$ cat src/rtl/uart_tx_if.sv
// rtl/uart_tx_if.sv - byte push handshake between the register block and the UART TX PHY
interface uart_tx_if;
  logic [7:0] tx_data;
  logic       tx_valid;
  logic       tx_ready;

  modport master (output tx_data, output tx_valid, input tx_ready);
  modport slave  (input tx_data, input tx_valid, output tx_ready);
endinterface

$ cat src/rtl/uart_tx_phy.sv
// rtl/uart_tx_phy.sv - byte FIFO plus 8N1 serialiser driving txd
module uart_tx_phy #(
  parameter int CLKS_PER_BIT = 434,
  parameter int FIFO_DEPTH   = 16
) (
  input  logic       clk,
  input  logic       rst,
  uart_tx_if.slave   tx_if,
  output logic       txd_o,
  output logic       tx_busy_o,
  output logic       overflow_o,
  input  logic       ovf_clear_i
);

  localparam int AW = $clog2(FIFO_DEPTH);
  localparam int TW = $clog2(CLKS_PER_BIT);
  localparam logic [TW-1:0] TIMER_RELOAD = TW'(CLKS_PER_BIT - 1);
  localparam logic [TW-1:0] TIMER_ONE    = TW'(1);
  localparam logic [AW:0]   PTR_ONE      = (AW+1)'(1);

  typedef enum logic [1:0] {IDLE, START, DATA, STOP} state_e;

  state_e          state_q, state_d;
  logic [AW:0]     wr_ptr_q, wr_ptr_d;
  logic [AW:0]     rd_ptr_q, rd_ptr_d;
  logic [7:0]      mem_q [FIFO_DEPTH];
  logic [7:0]      shift_q, shift_d;
  logic [TW-1:0]   timer_q, timer_d;
  logic [2:0]      bit_idx_q, bit_idx_d;
  logic            txd_q, txd_d;
  logic            tx_ready_q;
  logic            overflow_q, overflow_d;
  logic            empty, full, full_next;
  logic            push, pop;

  // Wrap bit distinguishes full from empty when the index bits match.
  assign empty     = (wr_ptr_q == rd_ptr_q);
  assign full      = (wr_ptr_q[AW-1:0] == rd_ptr_q[AW-1:0]) && (wr_ptr_q[AW] != rd_ptr_q[AW]);
  assign full_next = (wr_ptr_d[AW-1:0] == rd_ptr_d[AW-1:0]) && (wr_ptr_d[AW] != rd_ptr_d[AW]);

  // A push arriving while full is dropped even if a pop frees an entry on the same edge.
  assign push = tx_if.tx_valid && !full;

  assign tx_if.tx_ready = tx_ready_q;
  assign txd_o          = txd_q;
  assign overflow_o     = overflow_q;
  assign tx_busy_o      = (state_q != IDLE) || !empty;

  // Next-state logic for the frame FSM, bit timer, shifter and FIFO pop.
  always_comb begin
    state_d   = state_q;
    shift_d   = shift_q;
    timer_d   = timer_q;
    bit_idx_d = bit_idx_q;
    pop       = 1'b0;
    unique case (state_q)
      IDLE: begin
        if (!empty) begin
          pop     = 1'b1;
          shift_d = mem_q[rd_ptr_q[AW-1:0]];
          timer_d = TIMER_RELOAD;
          state_d = START;
        end
      end
      START: begin
        if (timer_q == '0) begin
          timer_d   = TIMER_RELOAD;
          bit_idx_d = 3'd0;
          state_d   = DATA;
        end else begin
          timer_d = timer_q - TIMER_ONE;
        end
      end
      DATA: begin
        if (timer_q == '0) begin
          shift_d   = {1'b0, shift_q[7:1]};
          timer_d   = TIMER_RELOAD;
          bit_idx_d = bit_idx_q + 3'd1;
          if (bit_idx_q == 3'd7) begin
            state_d = STOP;
          end
        end else begin
          timer_d = timer_q - TIMER_ONE;
        end
      end
      STOP: begin
        if (timer_q == '0) begin
          // Pop straight into the next start bit so consecutive frames have no gap.
          if (!empty) begin
            pop     = 1'b1;
            shift_d = mem_q[rd_ptr_q[AW-1:0]];
            timer_d = TIMER_RELOAD;
            state_d = START;
          end else begin
            state_d = IDLE;
          end
        end else begin
          timer_d = timer_q - TIMER_ONE;
        end
      end
      default: state_d = IDLE;
    endcase
  end

  // Pointer, line level and sticky overflow next-state.
  always_comb begin
    wr_ptr_d   = push ? (wr_ptr_q + PTR_ONE) : wr_ptr_q;
    rd_ptr_d   = pop  ? (rd_ptr_q + PTR_ONE) : rd_ptr_q;
    overflow_d = overflow_q;
    if (ovf_clear_i) begin
      overflow_d = 1'b0;
    end
    if (tx_if.tx_valid && full) begin
      overflow_d = 1'b1;
    end
    txd_d = 1'b1;
    case (state_q)
      START:   txd_d = 1'b0;
      DATA:    txd_d = shift_q[0];
      default: txd_d = 1'b1;
    endcase
  end

  // Control and status registers; reset aborts any frame in flight.
  always_ff @(posedge clk or posedge rst) begin
    if (rst) begin
      state_q    <= IDLE;
      wr_ptr_q   <= '0;
      rd_ptr_q   <= '0;
      shift_q    <= '0;
      timer_q    <= '0;
      bit_idx_q  <= '0;
      txd_q      <= 1'b1;
      tx_ready_q <= 1'b1;
      overflow_q <= 1'b0;
    end else begin
      state_q    <= state_d;
      wr_ptr_q   <= wr_ptr_d;
      rd_ptr_q   <= rd_ptr_d;
      shift_q    <= shift_d;
      timer_q    <= timer_d;
      bit_idx_q  <= bit_idx_d;
      txd_q      <= txd_d;
      tx_ready_q <= !full_next;
      overflow_q <= overflow_d;
    end
  end

  // FIFO storage; contents are don't-care until written.
  always_ff @(posedge clk) begin
    if (push) begin
      mem_q[wr_ptr_q[AW-1:0]] <= tx_if.tx_data;
    end
  end

endmodule

$ cat src/flat_wrapper.sv
// flat-port wrapper written by rule: the top's interface ports become plain ports
module uart_tx_phy_flat 
#(
  parameter int CLKS_PER_BIT = 434,
  parameter int FIFO_DEPTH   = 16
)
  (clk, rst, txd_o, tx_busy_o, overflow_o, ovf_clear_i, tx_if_tx_data, tx_if_tx_valid, tx_if_tx_ready);
  uart_tx_if tx_if_i ();
  input  logic clk;
  input  logic rst;
  output logic txd_o;
  output logic tx_busy_o;
  output logic overflow_o;
  input  logic ovf_clear_i;
  input wire logic [$bits(tx_if_i.tx_data)-1:0] tx_if_tx_data;
  input wire logic [$bits(tx_if_i.tx_valid)-1:0] tx_if_tx_valid;
  output wire logic [$bits(tx_if_i.tx_ready)-1:0] tx_if_tx_ready;
  assign tx_if_i.tx_data = tx_if_tx_data;
  assign tx_if_i.tx_valid = tx_if_tx_valid;
  assign tx_if_tx_ready = tx_if_i.tx_ready;
  uart_tx_phy #(.CLKS_PER_BIT(CLKS_PER_BIT), .FIFO_DEPTH(FIFO_DEPTH)) u_core (.clk(clk), .rst(rst), .tx_if(tx_if_i), .txd_o(txd_o), .tx_busy_o(tx_busy_o), .overflow_o(overflow_o), .ovf_clear_i(ovf_clear_i));
endmodule
$ cat config.mk
export PLATFORM = sky130hd
export DESIGN_NAME = uart_tx_phy_flat
export DESIGN_NICKNAME = d
export VERILOG_FILES = /design/src/rtl/uart_tx_if.sv /design/src/rtl/uart_tx_phy.sv /design/src/flat_wrapper.sv
export SDC_FILE = /design/constraint.sdc
export NUM_CORES = 1
export LEC_CHECK = 0
export CAP_MARGIN = 20
export CORE_UTILIZATION = 40
export CTS_CLUSTER_DIAMETER = 150
export DETAILED_ROUTE_END_ITERATION = 16
export GPL_ROUTABILITY_DRIVEN = 0
export GPL_TIMING_DRIVEN = 0
export PLACE_DENSITY = 0.59
export SETUP_SLACK_MARGIN = 0.15
export SYNTH_ARGS = -nofsm -noshare
export SYNTH_HDL_FRONTEND = slang
export SYNTH_SLANG_ARGS = --single-unit
$ cat constraint.sdc
create_clock -name clk -period 3.38 [get_ports clk]
set_input_delay 0.676 -clock clk [delete_from_list [all_inputs] [get_ports clk]]
set_output_delay 0.676 -clock clk [all_outputs]
set_load 0.005 [all_outputs]
==> results_dict.tcl, run 1 <==
set metrics [dict create \
    finalCriticalPeriod_ns 3.00 \
    final_max_slew_viol_count 0 \
    viasPerCell 5.43 \
    ys_types 63 \
    post-route-period-util 0.886 \
    drv_cap 0 \
    grt_overflow 0 \
    ys_warn_count 0 \
    cp-start-kind "flop" \
    initial_core_util 0.413 \
    finalSetupViolCount 0 \
    groute.usage.overall 0.177 \
    drt_iter0_markers 380 \
    die_w_um 136 \
    slowest_stage "clkdlybuf4s50_1" \
    yosys-top-cells-count "edfxtp_1 (128), mux4_2 (40), dfrtp_1 (33), nand2_1 (32), nor2_1 (23)" \
    tightest_slew_ns 0.723 \
    holdPathStages 2 \
    numCtsBuffers 17 \
    ant_nets 0 \
    dp.cells 677 \
    syn_area_per_cell_um2 16.7 \
    die_area_um2 18600 \
    cts_tree "done" \
    worstHoldStart "u_core.shift_q[0]" \
    clock_sinks 163 \
    cp_top_family "buffers and inverters" \
    cp-end-kind "output port" \
    worstPathRequired_ns 2.70 \
    grt_pass1_wl_mm 23.3 \
    antenna_found_initial 0 \
    placed_area_um2 7720 \
    syn_inst 433 \
    area_growth_pct 15.5 \
    post_drt_wl_per_cell_um 20.3 \
    synth_enable_flop_cells 128 \
    dr.pass1.iters 4 \
    critPathMaxFanout 9 \
    coreArea_um2 17500 \
    crit_path_start "u_core.rd_ptr_q[1]" \
    clockRootBuffer "clkbuf_16" \
    synth_area_um2 7210 \
    syn_nets 459 \
    relSlewSlack 0.518 \
    stdcell_count 712 \
    top_layer "met4" \
    synth_area_leaders "edfxtp_1 (53%), mux4_2 (12%), dfrtp_1 (11%)" \
    nets 500 \
    vias 3863 \
    cts-htree-levels 4 \
    routed_wirelength_mm 14.5 \
    hold_path.class "reg2reg" \
    wl_met2_mm 7.12 \
    fin_util 0.477 \
    ys_seq_area_frac 0.655 \
    io_pins 16 \
    synth-main-ff-cell "edfxtp_1" \
    drt-met1-wl_mm 6.67 \
    crit_chain "buf_2 -> xnor2_1 -> nand4_1 -> nor2_4 -> nand2_1 -> clkdlybuf4s50_1" \
    grt_max_degree 24 \
    ir_worst_vdd_mv 0.475 \
    power-per-cell-area_nw_per_um2 926 \
    fmax_mhz 334 \
    hold_viol 0 \
    r2r_end "u_core.mem_q[9][0]" \
    r2r-start "u_core.rd_ptr_q[0]" \
    cts_buffer_depth 2 \
    layout-drive-gt1-share 0.230 \
    critPathKind "reg2out" \
    clk_latency_ns 0.42 \
    r2r_slack_ns 0.77 \
    fillCellCount 1473 \
    holdWs_ns 0.496 \
    crit_cells 6 \
    slowest_delay_ns 0.44 \
    routed-wl-met3_um 492 \
    rr_worst_depth 8 \
    critPathBufInv 2 \
    power.total_mw 7.71 \
    hold_path_end "u_core.txd_o" \
    clock_skew_ns 0.0107 \
    synth_top_area_frac 0.533 \
    worst_ep_arrival_time_ns 2.32 \
    clk_pin_slew_ns 0.07 \
    status "finished, final reports clean" \
    ys_seq_elements 163 \
    synth.largest_area_cell "edfxtp_1" \
    hpwl_mm 10.0 \
    port_buffers 14 \
    yosysMostFrequentCell "edfxtp_1" \
    drc 0 \
    die_h_um 136 \
    p_leak_nw 2.90 \
    synth-async-reset-ratio 0.215 \
    stdcell_area_um2 8330 \
    diodes 0 \
    rows 48 \
    first_global_vias 4021 \
    rsz0062_at_grt "no" \
]
logic make-up after synthesis:
logic type / after synthesis / synth area share
buffers and inverters: 32 / 0.0257
XOR/XNOR: 22 / 0.0317
AO/OA/AOI/OAI: 58 / 0.0604
adder cells (fa/ha/maj): 14 / 0.0243
AND/OR/NAND/NOR: 99 / 0.0708
multiplexers: 45 / 0.132
flip-flops: 163 / 0.655
registers in the layout (all words and copies together) (netlist names):
signal / count
u_core.mem_q: 128
u_core.timer_q: 9
u_core.shift_q: 8
u_core.rd_ptr_q: 5
u_core.wr_ptr_q: 5
u_core.bit_idx_q: 3
u_core.state_q: 2
u_core.overflow_o: 1
u_core.tx_if.tx_ready: 1
u_core.txd_o: 1
power by group:
part           switching [mW]  internal (mW)  leakage (nW)  total, mW
Combinational            1.63           1.45          1.05       3.08
Sequential              0.214           2.53          1.58       2.75
Clock                   0.791           1.10         0.276       1.89
Total                    2.63           5.08          2.90       7.71
worst min-delay path, cell delays in order (launching register included):
cell	delay (ns)
dfrtp_1	0.35
nand2_1	0.05
o21ai_0	0.06
cells in the final DEF, fill, tap and decap left out, drive strengths merged, types with 3 or more instances in the layout:
master,synthesis,routed
buf,10,18
dfrtp,33,33
clkbuf,11,30
nor3,3,3
xor2,10,10
and4,4,4
ha,14,14
nand3,5,5
o22a,4,4
o21ai,10,10
inv,11,16
clkinvlp,0,3
clkdlybuf4s50,0,14
and2,8,8
edfxtp,128,128
nand4,5,5
nand2,32,32
o22ai,3,3
xnor2,10,10
a21oi,10,10
mux4,40,40
nor2,25,25
mux2,3,3
clkinv,0,3
nor4b,5,5
a31oi,10,10
final cells by class:
cell class,count,area [um^2],share of cell area
Inverter,11,41.3,0.00495
Clock buffer,19,433,0.0520
Clock inverter,13,149,0.0179
Sequential cell,163,4720,0.567
Timing Repair Buffer,22,220,0.0264
Multi-Input combinational cell,238,2340,0.281
Tap cell,225,282,0.0338
Buffer,21,144,0.0173
worst max-delay path by stage:
stage                         end
6_report                tx_busy_o
5_1_grt                 tx_busy_o
2_1_floorplan  u_core.mem_q[0][0]
3_3_place_gp   u_core.mem_q[0][2]
3_5_place_dp            tx_busy_o
4_1_cts                 tx_busy_o
metal layers:
layer  track usage  vias to the layer above
li1              -                     1782
met1         0.243                     2001
met2         0.277                       69
met3        0.0358                       11
met4        0.0654                        0
met5             0                        -
through the flow:
stage | TNS [ns] | setup slack [ns]
after global routing | 0 | 0.169
after floorplan | 0 | 0.750
after CTS | 0 | 0.165
final | 0 | 0.385
after global placement | -7.87 | -0.299
after detailed placement | 0 | 0.500
repair_timing:
action / CTS / global route
resized for setup: 1 / 1
hold buffers: 0 / 0
setup endpoints to repair: 1 / 1
setup buffers: 0 / 3
pin swaps: 0 / 2
Power figures use the tool's default switching activity.
==> run 2, diff against run 1 <==
==> constraint.sdc (replaced) <==
create_clock -name clk -period 3.2 [get_ports clk]
set_input_delay 0.64 -clock clk [delete_from_list [all_inputs] [get_ports clk]]
set_output_delay 0.64 -clock clk [all_outputs]
set_load 0.005 [all_outputs]
==> run 2 against run 1 <==
Sequential share of layout area is 0.051 points lower. Worst hold slack hardly changed. Combinational power is 6% higher. Sequential cell count stayed put. Via count is 1.0% lower. Largest cell class unchanged. Largest power group unchanged. Cell count is 0.14% lower.
==> results_dict.tcl, run 2 (same netlist as run 1, synthesis figures left out) <==
set metrics [dict create \
    power.total_mw 8.17 \
    vias 3823 \
    clk_pin_slew_ns 0.07 \
    routed_wirelength_mm 14.6 \
    layout-drive-gt1-share 0.233 \
    post_drt_wl_per_cell_um 20.5 \
    fin_util 0.477 \
    die_w_um 136 \
    drc 0 \
    relSlewSlack 0.544 \
    ant_nets 0 \
    initial_core_util 0.413 \
    tightest_slew_ns 0.684 \
    critPathMaxFanout 9 \
    holdWs_ns 0.496 \
    hold_path.class "reg2reg" \
    die_h_um 136 \
    diodes 0 \
    die_area_um2 18600 \
    largest_reg_flops 128 \
    clk_latency_ns 0.42 \
    cp-start-kind "flop" \
    hpwl_mm 10.0 \
    area_growth_pct 15.6 \
    clock_sinks 163 \
    final_common_cell "edfxtp_1" \
    post-route-period-util 0.897 \
    stdcell_area_um2 8340 \
    first_global_vias 4032 \
    clockRootBuffer "clkbuf_16" \
    worst_ep_arrival_time_ns 2.23 \
    port_buffers 14 \
    status "finished, final reports clean" \
    grt_pass1_wl_mm 23.4 \
    ir_worst_vdd_mv 0.503 \
    rows 48 \
    critPathKind "reg2out" \
    final_max_slew_viol_count 0 \
    power-per-cell-area_nw_per_um2 980 \
    p_leak_nw 2.91 \
    drt_iter0_markers 365 \
    cts_tree "done" \
    cts-htree-levels 4 \
    io_pins 16 \
    groute.usage.overall 0.177 \
    nets 499 \
    drv_cap 0 \
    dr.pass1.iters 4 \
    mostFrequentLayoutCells "edfxtp_1 (128), mux4_2 (40), dfrtp_1 (33)" \
    antenna_found_initial 0 \
    numCtsBuffers 17 \
    placed_area_um2 7720 \
    rsz0062_at_grt "no" \
    coreArea_um2 17500 \
    finalSetupViolCount 0 \
    clock_skew_ns 0.0110 \
    grt_overflow 0 \
    worstPathRequired_ns 2.56 \
    fmax_mhz 349 \
    cts_buffer_depth 2 \
    finalCriticalPeriod_ns 2.87 \
    grt_max_degree 24 \
    hold_viol 0 \
    cp-end-kind "output port" \
    viasPerCell 5.38 \
]
==> run 2: changes by cell type in the layout (fill, tap and decap cells not counted), sizes merged <==
cell  delta
buf      -1
==> run 2: final timing paths <==
path	start	end	slack [ns]	cells after the start
min reg2reg	u_core.shift_q[0]	u_core.txd_o	0.50	2
max reg2reg	u_core.rd_ptr_q[0]	u_core.mem_q[9][1]	0.59	8
max	u_core.rd_ptr_q[0]	tx_busy_o	0.33	6
min in group asynchronous	rst	u_core.rd_ptr_q[4]	0.58	2
max in group asynchronous	rst	u_core.txd_o	2.02	3
min	u_core.shift_q[0]	u_core.txd_o	0.50	2
==> run 2: critical path: stages, from the launching register on <==
cell and delay [ns]:
dfrtp_1 0.38, buf_4 0.20, xnor2_2 0.24, nand4_1 0.27
nor2_4 0.23, nand2_1 0.07, clkdlybuf4s50_1 0.43
==> run 2: repair_timing <==
action | CTS | global route
setup buffers | 1 | 1
hold buffers | 0 | 0
pin swaps | 1 | 1
setup endpoints to repair | 1 | 1
resized for setup | 1 | 3
==> run 2: area by class of cell <==
| cell class | count | area, um^2 |
|---|---|---|
| buffer | 21 | 144 |
| clock buffer | 19 | 433 |
| clock inverter | 13 | 149 |
| fill | 1468 | 9140 |
| inverter | 11 | 41.3 |
| multi-input combinational | 238 | 2360 |
| sequential | 163 | 4720 |
| tap | 225 | 282 |
| timing repair buffer | 21 | 213 |
==> run 2: power by group <==
group          switching [mW]  total [mW]  internal, mW
Sequential              0.231        2.90          2.67
Clock                   0.842        2.01          1.16
Combinational            1.72        3.26          1.54
Total                    2.79        8.17          5.38
==> run 2: stage by stage <==
step | TNS (ns) | cells | setup WS [ns]
after global routing | 0 | 711 | 0.176
after detailed placement | 0 | 677 | 0.356
after CTS | 0 | 710 | 0.168
final | 0 | 711 | 0.331
after global placement | -13.63 | 672 | -0.479
after floorplan | 0 | 433 | 0.570
==> run 2: layer usage <==
layer | vias to the layer above | share of wire | global-route usage | wire [um]
met5 | - | 0 | 0 | 0
met3 | 11 | 0.029 | 0.0358 | 426
met2 | 60 | 0.49 | 0.279 | 7130
li1 | 1779 | - | - | -
met1 | 1973 | 0.47 | 0.244 | 6850
met4 | 0 | 0.011 | 0.0654 | 161
==> run 3, diff against run 2 <==
--- a/config.mk
+++ b/config.mk
@@ -9,10 +9,10 @@
 export CORE_UTILIZATION = 40
 export CTS_CLUSTER_DIAMETER = 150
 export DETAILED_ROUTE_END_ITERATION = 16
-export GPL_ROUTABILITY_DRIVEN = 0
 export GPL_TIMING_DRIVEN = 0
 export PLACE_DENSITY = 0.59
 export SETUP_SLACK_MARGIN = 0.15
+export SKIP_LAST_GASP = 1
 export SYNTH_ARGS = -nofsm -noshare
 export SYNTH_HDL_FRONTEND = slang
 export SYNTH_SLANG_ARGS = --single-unit
==> results of run 3 <==
Same layout as run 2: the final DEF is identical, and so are final timing and power.
